===== config.mk =====
export PLATFORM = sky130hd
export DESIGN_NAME = sp_bram_fifo_ctrl
export DESIGN_NICKNAME = d
export VERILOG_FILES = /design/src/rtl/sp_bram_fifo_pkg.sv /design/src/rtl/bram_fifo_out_buf.sv /design/src/rtl/sp_bram_fifo_ctrl.sv
export SDC_FILE = /design/constraint.sdc
export NUM_CORES = 1
export LEC_CHECK = 0
export ABC_AREA = 1
export CAP_MARGIN = 40
export CORE_UTILIZATION = 30
export CTS_CLUSTER_SIZE = 16
export DETAILED_ROUTE_END_ITERATION = 10
export PLACE_DENSITY = 0.63
export REMOVE_ABC_BUFFERS = 1
export SYNTH_ARGS = -nofsm -noshare
export SYNTH_HDL_FRONTEND = slang
export SYNTH_SLANG_ARGS = --single-unit

===== constraint.sdc =====
create_clock -name clk -period 5 [get_ports clk]
set_clock_uncertainty 0.05 [all_clocks]
set_input_delay 1 -clock clk [delete_from_list [all_inputs] [get_ports clk]]
set_output_delay 1 -clock clk [all_outputs]
set_load 0.005 [all_outputs]

===== src/rtl/sp_bram_fifo_pkg.sv =====
// Shared constants and types for the single-port BRAM FIFO controller.
package sp_bram_fifo_pkg;

    localparam int DATA_WIDTH_DEF    = 32;
    localparam int ADDRESS_WIDTH_DEF = 6;
    localparam int DEPTH             = 1 << ADDRESS_WIDTH_DEF;
    localparam int COUNT_WIDTH       = ADDRESS_WIDTH_DEF + 2;

    // Output buffer capacity; also the read-credit limit for the BRAM port.
    localparam logic [1:0] OUT_BUF_DEPTH = 2'd2;

    typedef enum logic [1:0] {
        PORT_IDLE  = 2'd0,
        PORT_WRITE = 2'd1,
        PORT_READ  = 2'd2
    } port_op_e;

    function automatic int fifo_depth(input int addr_width);
        return 1 << addr_width;
    endfunction

endpackage


===== src/rtl/bram_fifo_out_buf.sv =====
// Two-entry register queue that absorbs BRAM read latency in front of the consumer.
module bram_fifo_out_buf
    import sp_bram_fifo_pkg::*;
#(
    parameter int DATA_WIDTH = DATA_WIDTH_DEF
) (
    input  logic                  clk,
    input  logic                  clr,
    input  logic                  append,
    input  logic [DATA_WIDTH-1:0] append_data,
    input  logic                  pop,
    output logic [1:0]            out_count,
    output logic                  valid,
    output logic [DATA_WIDTH-1:0] head
);

    logic [DATA_WIDTH-1:0] entry0_q, entry0_d;
    logic [DATA_WIDTH-1:0] entry1_q, entry1_d;
    logic [1:0]            count_q, count_d;
    logic                  pop_fire;

    assign pop_fire  = pop && (count_q != 2'd0);
    assign out_count = count_q;
    assign valid     = (count_q != 2'd0);
    assign head      = entry0_q;

    always_comb begin
        entry0_d = entry0_q;
        entry1_d = entry1_q;
        count_d  = count_q;
        case ({append, pop_fire})
            2'b11: begin
                // Head leaves and the new word lands behind whatever remains.
                if (count_q == OUT_BUF_DEPTH) begin
                    entry0_d = entry1_q;
                    entry1_d = append_data;
                end else begin
                    entry0_d = append_data;
                end
            end
            2'b01: begin
                entry0_d = entry1_q;
                count_d  = count_q - 2'd1;
            end
            2'b10: begin
                if (count_q == 2'd0) begin
                    entry0_d = append_data;
                    count_d  = 2'd1;
                end else if (count_q == 2'd1) begin
                    entry1_d = append_data;
                    count_d  = 2'd2;
                end
            end
            default: ;
        endcase
    end

    always_ff @(posedge clk or posedge clr) begin
        if (clr) begin
            entry0_q <= '0;
            entry1_q <= '0;
            count_q  <= 2'd0;
        end else begin
            entry0_q <= entry0_d;
            entry1_q <= entry1_d;
            count_q  <= count_d;
        end
    end

endmodule


===== src/rtl/sp_bram_fifo_ctrl.sv =====
// Streaming FIFO built on a single-port BRAM: arbitrates one read or one write per
// cycle, with reads taking priority, and hides read latency in a 2-entry buffer.
module sp_bram_fifo_ctrl
    import sp_bram_fifo_pkg::*;
#(
    parameter int DATA_WIDTH    = DATA_WIDTH_DEF,
    parameter int ADDRESS_WIDTH = ADDRESS_WIDTH_DEF
) (
    input  logic                     clk,
    input  logic                     clr,
    input  logic                     push_valid,
    output logic                     push_ready,
    input  logic [DATA_WIDTH-1:0]    push_data,
    output logic                     pop_valid,
    input  logic                     pop_ready,
    output logic [DATA_WIDTH-1:0]    pop_data,
    output logic [ADDRESS_WIDTH+1:0] count,
    output logic                     mem_n_clr,
    output logic                     mem_write_en,
    output logic                     mem_read_en,
    output logic [ADDRESS_WIDTH-1:0] mem_addr,
    output logic [DATA_WIDTH-1:0]    mem_data_in,
    input  logic [DATA_WIDTH-1:0]    mem_data_out
);

    localparam int MEM_DEPTH = fifo_depth(ADDRESS_WIDTH);
    localparam int CNT_W     = ADDRESS_WIDTH + 2;

    localparam logic [ADDRESS_WIDTH-1:0] PTR_ONE  = {{(ADDRESS_WIDTH-1){1'b0}}, 1'b1};
    localparam logic [ADDRESS_WIDTH:0]   MC_ONE   = {{ADDRESS_WIDTH{1'b0}}, 1'b1};
    localparam logic [ADDRESS_WIDTH:0]   MC_FULL  = MC_ONE << ADDRESS_WIDTH;

    logic [ADDRESS_WIDTH-1:0] wr_ptr_q, wr_ptr_d;
    logic [ADDRESS_WIDTH-1:0] rd_ptr_q, rd_ptr_d;
    logic [ADDRESS_WIDTH:0]   mem_count_q, mem_count_d;
    logic                     rd_pending_q, rd_pending_d;

    logic [1:0] out_count;
    logic [1:0] credits_used;
    logic       mem_full;
    logic       rd_req;
    logic       wr_fire;
    port_op_e   port_op;

    // Words sitting in the buffer plus the one in flight may never exceed its capacity.
    assign credits_used = out_count + {1'b0, rd_pending_q};
    assign mem_full     = (mem_count_q == MC_FULL);
    assign rd_req       = (mem_count_q != '0) && (credits_used < OUT_BUF_DEPTH);

    assign push_ready   = !mem_full && !rd_req;
    assign wr_fire      = push_valid && push_ready && !clr;

    always_comb begin
        port_op = PORT_IDLE;
        if (rd_req) begin
            port_op = PORT_READ;
        end else if (wr_fire) begin
            port_op = PORT_WRITE;
        end
    end

    always_comb begin
        mem_addr = '0;
        case (port_op)
            PORT_WRITE: mem_addr = wr_ptr_q;
            PORT_READ:  mem_addr = rd_ptr_q;
            default:    mem_addr = '0;
        endcase
    end

    assign mem_write_en = (port_op == PORT_WRITE);
    assign mem_read_en  = (port_op == PORT_READ);
    assign mem_data_in  = push_data;
    assign mem_n_clr    = ~clr;

    always_comb begin
        wr_ptr_d     = wr_ptr_q;
        rd_ptr_d     = rd_ptr_q;
        mem_count_d  = mem_count_q;
        rd_pending_d = rd_req;
        if (wr_fire) begin
            wr_ptr_d = wr_ptr_q + PTR_ONE;
        end
        if (rd_req) begin
            rd_ptr_d = rd_ptr_q + PTR_ONE;
        end
        case ({wr_fire, rd_req})
            2'b10:   mem_count_d = mem_count_q + MC_ONE;
            2'b01:   mem_count_d = mem_count_q - MC_ONE;
            default: mem_count_d = mem_count_q;
        endcase
    end

    always_ff @(posedge clk or posedge clr) begin
        if (clr) begin
            wr_ptr_q     <= '0;
            rd_ptr_q     <= '0;
            mem_count_q  <= '0;
            rd_pending_q <= 1'b0;
        end else begin
            wr_ptr_q     <= wr_ptr_d;
            rd_ptr_q     <= rd_ptr_d;
            mem_count_q  <= mem_count_d;
            rd_pending_q <= rd_pending_d;
        end
    end

    // BRAM data is only captured when it answers a read issued since the last clear.
    bram_fifo_out_buf #(
        .DATA_WIDTH (DATA_WIDTH)
    ) u_out_buf (
        .clk         (clk),
        .clr         (clr),
        .append      (rd_pending_q),
        .append_data (mem_data_out),
        .pop         (pop_ready),
        .out_count   (out_count),
        .valid       (pop_valid),
        .head        (pop_data)
    );

    assign count = CNT_W'(mem_count_q) + CNT_W'(rd_pending_q) + CNT_W'(out_count);

endmodule


* After elaboration in Yosys (flattened, before gate mapping)
Index checks and enable logic that the tools add are counted.
Word-level totals: flip-flop bits (word level) 86, input bits 68
Operators by class: $lt $le $gt $ge 1, eq/ne operators 15, multiplexer cells 14, reduce and logical (&&, ||, !) cells 18, bitwise logic cells 1, $add $sub $neg 8
Operators by type and width (number):
- $mux W32 | 5
- $pmux W32 S3 | 1
- $pmux W32 S2 | 1
- $pmux W7 S2 | 1
- $add A6 B1 Y6 const B | 2
- $pmux W6 S2 | 1
- $eq A2 B2 Y1 const B | 5
- $add A7 B1 Y8 | 1
- $add A8 B2 Y8 | 1
- $eq A2 B1 Y1 const B | 4
- $reduce_bool A2 Y1 | 4
- $add A7 B1 Y7 const B | 1
- $eq A7 B7 Y1 const B | 1
- $reduce_bool A7 Y1 | 1
- $sub A7 B1 Y7 const B | 1
- $mux W2 | 3
- $ne A2 B1 Y1 const B | 3
- $logic_and A1 B1 Y1 | 5
- $pmux W2 S2 | 1
- $reduce_and A2 Y1 | 2
- $reduce_and A4 Y1 | 1
- $logic_not A1 Y1 | 3
- $ne A3 B1 Y1 const B | 1
- $reduce_bool A3 Y1 | 1
- other kinds (7) | 7

* Depth between registers and ports, before layout
word-level depth 11, gate-level depth with buffers 17, gate-level depth less buffers 16

* By module
A second synthesis with hierarchy kept.
Unflattened totals: cells, all modules 817, area, all modules 5780.5 um^2
By module, submodules not included:
- bram_fifo_out_buf | area an instance 3981.3 um^2, instances 1, cells each 586
- sp_bram_fifo_ctrl | area an instance 1799.2 um^2, instances 1, cells each 231

* Worst setup path after synthesis
No wires, ideal clock.
path type input to output, from input clr, to output mem_addr[0], slack 0.126 ns, cell stages on the path 6, data arrival time 3.824 ns, path through inv_1 nand4_4 inv_1 ha_1 nand2_1 a21oi_1
On the way: longest elaborated chain between the ends 6, elaborated cells between the ends (all ways) 7, those cells by class 2 x eq/ne; 3 x mux; 2 x reduce/logical
Ends and longest elaborated chain:
- start, declared | RTL line sp_bram_fifo_ctrl.sv:10 | input logic clr,
- $logic_not A1 Y1 (no source line)
- $logic_and A1 B1 Y1 | RTL line sp_bram_fifo_ctrl.sv:51 | assign wr_fire = push_valid && push_ready && !clr;
- named net wr_fire | RTL line sp_bram_fifo_ctrl.sv:42 | logic wr_fire;
- $mux W1 | RTL line sp_bram_fifo_ctrl.sv:57 | end else if (wr_fire) begin
- $mux W2 | RTL line sp_bram_fifo_ctrl.sv:55 | if (rd_req) begin
- $eq A2 B1 Y1
- named net mem_write_en | RTL line sp_bram_fifo_ctrl.sv:19 | output logic mem_write_en,
- $pmux W6 S2 | RTL line sp_bram_fifo_ctrl.sv:64 | case (port_op)
- end, declared | RTL line sp_bram_fifo_ctrl.sv:21 | output logic [ADDRESS_WIDTH-1:0] mem_addr,
The timed path passes the listed nets, and every way through them passes these cells.

* Final worst setup path
from input push_valid, to output mem_addr[5]
On the way: longest elaborated chain between the ends 6, elaborated cells between the ends (all ways) 7, those cells by class 2 x eq/ne; 3 x mux; 2 x reduce/logical
Ends and longest elaborated chain:
- start, declared | RTL line sp_bram_fifo_ctrl.sv:11 | input logic push_valid,
- $logic_and A1 B1 Y1 (*) (2 in series) | RTL line sp_bram_fifo_ctrl.sv:51
- named net wr_fire | RTL line sp_bram_fifo_ctrl.sv:42
- $mux W1 (*) | RTL line sp_bram_fifo_ctrl.sv:57
- $mux W2 (*) | RTL line sp_bram_fifo_ctrl.sv:55
- $eq A2 B2 Y1 / $eq A2 B1 Y1 (equally long branches) | RTL line sp_bram_fifo_ctrl.sv:64
- $pmux W6 S2 (*) | RTL line sp_bram_fifo_ctrl.sv:64
Mark *: on every way through the listed nets, which the timed path passes. The rest lies on a longest branch.

==> results.md <==
* Result of the run: finished, final reports clean
* Count of final hold-check violations at 0
* Non-Filler Cell Area, Final at 6500 µm²
* Global route total overflow at 0
* Mean instance size in the synthesized netlist at about 8 µm²
* Number of sinks driven by the clock tree at 86
* Fmax achieved at 249 MHz
* Sequential element share of the synthesized area at 0.397
* Number of DRC markers in iteration 0 at 176
* Reg2Reg Launch Point: u_out_buf.out_count[0]$_DFFE_PP0P_
* Share of the core filled with cells in the final layout at 0.372
* Setup WS pre-CTS at 986 ps
* Via/cell ratio at 4.69
* Number of enable flip-flop cells after synthesis at 0
* Number of global-route vias before repair at 4,257
* Post-route setup TNS at 0 ps
* Async SR Flop Fraction at 1.00
* Cell at the root of the clock tree: sky130_fd_sc_hd__clkbuf_16
* Number of cells on the worst hold path at 2
* Fraction of final layout cells with drive strength greater than 1 at 0.108
* Remaining number of nets flagged by the antenna check after routing at 0
* Startpoint of the lowest-slack hold path: u_out_buf.entry1_q[14]$_DFFE_PP0P_
* Max_slew headroom at 0.467
* Port-buffer cells at 86
* Number of cells upsized or downsized after cts at 0
* Launch point of the critical path: push_valid
* Crit start category: input pin
* Global Route met1 Usage at 0.215
* Antenna cell count at 0
* Detailed-route DRC error count at 0
* Critical Path Sink Type: output port
* Hold Crit Endpoint: u_out_buf.entry1_q[14]$_DFFE_PP0P_
* Initial core utilization at 0.310
* Final number of max-transition violations at 0
* Max Root-Sink Buffers at 2
* R2r setup slk at 2210 ps
* CTS clk-pin slew, worst paths at 60 ps
* Maximum number of pins on one net before global-route repair at 65
* Chip height at 136 µm
* Worst IR drop on VDD at roughly 380 µV
* Number of buffers inserted by hold repair at cts at 0
* Post-Place Cells at 929
* Transition time at the pin with the least slew margin at around 800 ps
* Library cells used by synthesis at 36
* Gr busiest metal: met2
* Met3 usage at 0.0608
* Number of antenna violations at the first check in global routing at 0
* Worst reg2reg path endpoint: u_out_buf.head[20]$_DFFE_PP0P_
* Number of clock buffers inserted by TritonCTS at 9
* Shortest clock period the worst path allows after layout at 4010 ps
* Setup fix buffers added after clock tree synthesis at 0
* Fraction of met2 tracks used by global routing at 0.217
* GP Congestion at roughly 0.84
* Flip-flop cell with the highest count after synthesis: sky130_fd_sc_hd__dfrtp_1
* Final HPWL from detailed placement at ~8800 µm
* Worst Hold Class: reg2reg
* Startpoint-to-endpoint class of the critical path: in2out
* Syn. warnings at 0
* Max FO, Critical Path at 9
* Total global routing track utilization at 0.155
* Placed Instance Area at just over 6000 µm²
* Core box area at 17,500 µm²
* Iteration count of the initial detailed-routing pass at 4
* First-pass GRT wire length at 22,400 µm
* Number of placement rows at 48
* Die width at 136 µm
* Leak at about 2.9 nW
* Signed area change from the synthesized netlist to the final layout at 19.8%
* Mapped cell area at approximately 5400 µm²
* Count of nets after finishing at 803
* Worst hold-check slack at 430 ps
* Top-level port count at about 150
* Average detailed-routed wire length per instance at 13.9 µm
* Vias post-DR at 4,429
* Maxcap violations at 0
* Setup WS post-layout at 986 ps
* PnR Total Power at 4.88 mW
* Required time worst endpoint at 3950 ps
* Final setup violation count at 0
* Crit share post-route at 0.803
* DIE AREA at between 15,000 and 20,000 µm²
* Data arrival, critical path at 2960 ps
* TritonCTS clock tree: done
* Clock latency reported for the late side of the worst-skew pair at 350 ps
* Depth of the most critical reg-to-reg path at 11
* Post-synthesis instance total at 677
* H-tree lvl count at 3
* Final instance count without filler cells at ~950
* Unrepaired setup endpoints after global routing: false
* Synthesis-stage register bit count at 86
* Sum of routed wire length over all layers at around 13,000 µm
* Power Density at 751 nW/µm²
[flip-flops by register name, indices dropped and copies added, names as in the netlist]
| name | cells |
|---|---|
| u_out_buf.entry1_q | 32 |
| rd_pending_q | 1 |
| wr_ptr_q | 6 |
| rd_ptr_q | 6 |
| u_out_buf.out_count | 2 |
| u_out_buf.head | 32 |
| mem_count_q | 7 |
[kinds of logic after synthesis]
logic type | count (synthesis) | share of synthesized area
XOR/XNOR | 13 | 0.0210
adder cells (fa/ha/maj) | 20 | 0.0503
flip-flops | 86 | 0.397
buffers and inverters | 167 | 0.152
AND/OR/NAND/NOR | 204 | 0.165
AO/OA/AOI/OAI | 187 | 0.215
[metal layers]
metal	up-vias	wire (µm)
met1	2030	6650
met2	115	5350
li1	2269	-
met4	2	144
met3	13	927
met5	-	30
[cells in the final DEF (no fill, tap or decap), drive strengths merged]
master	synthesis	routed
a21oi	45	45
a22o	1	1
a22oi	1	1
a31oi	32	32
buf	52	8
bufinv	0	1
clkbuf	15	10
clkdlybuf4s50	0	86
clkinv	0	1
clkinvlp	0	2
dfrtp	86	86
fa	3	3
ha	17	17
inv	100	102
nand2	133	133
nand3	12	12
nand3b	1	1
nand4	9	9
nor2	44	44
nor3	4	4
nor4	1	1
o211ai	1	1
o21ai	74	74
o22ai	33	33
xnor2	4	4
xor2	9	9
[cell type report]
| cell class | count | area [µm²] |
|---|---|---|
| clock buffer | 10 | 239 |
| clock inverter | 6 | 67.6 |
| fill | 1798 | 11000 |
| inverter | 100 | 378 |
| multi-input combinational | 424 | 2450 |
| sequential | 86 | 2150 |
| tap | 225 | 282 |
| timing repair buffer | 94 | 928 |
[cell usage after synthesis, drive strengths merged (3+ instances only)]
cell      n  area share
nand4     9       0.013
inv     100       0.069
xnor2     4      0.0065
fa        3       0.011
ha       17       0.039
nand2   133       0.096
a31oi    32       0.037
o22ai    33       0.038
nand3    12       0.011
buf      52       0.072
dfrtp    86        0.40
o21ai    74       0.091
clkbuf   15       0.010
nor2     44       0.038
xor2      9       0.015
a21oi    45       0.042
nor3      4      0.0037
[worst max-delay path: stages]
cell                              delay [ps]
sky130_fd_sc_hd__clkdlybuf4s50_1         690
sky130_fd_sc_hd__nand4_4                 190
sky130_fd_sc_hd__inv_1                   100
sky130_fd_sc_hd__ha_1                    260
sky130_fd_sc_hd__nand2_1                  80
sky130_fd_sc_hd__a21oi_1                 140
sky130_fd_sc_hd__clkdlybuf4s50_1         510
[power breakdown]
part | leakage, nW | internal, mW | total [mW] | switching [mW]
Sequential | 1.04 | 1.06 | 1.32 | 0.258
Combinational | 1.74 | 1.25 | 2.86 | 1.61
Clock | 0.145 | 0.404 | 0.700 | 0.296
Total | 2.92 | 2.72 | 4.88 | 2.16
[worst max path at each step]
stage	endpoint	slack, ps	cells after the start
after floorplan	mem_addr[0]	130	6
after global placement	mem_addr[0]	1020	7
after detailed placement	mem_addr[5]	990	7
after CTS	mem_addr[5]	980	7
after global routing	mem_addr[1]	840	7
final	mem_addr[5]	990	7
Power figures use the tool's default switching activity.
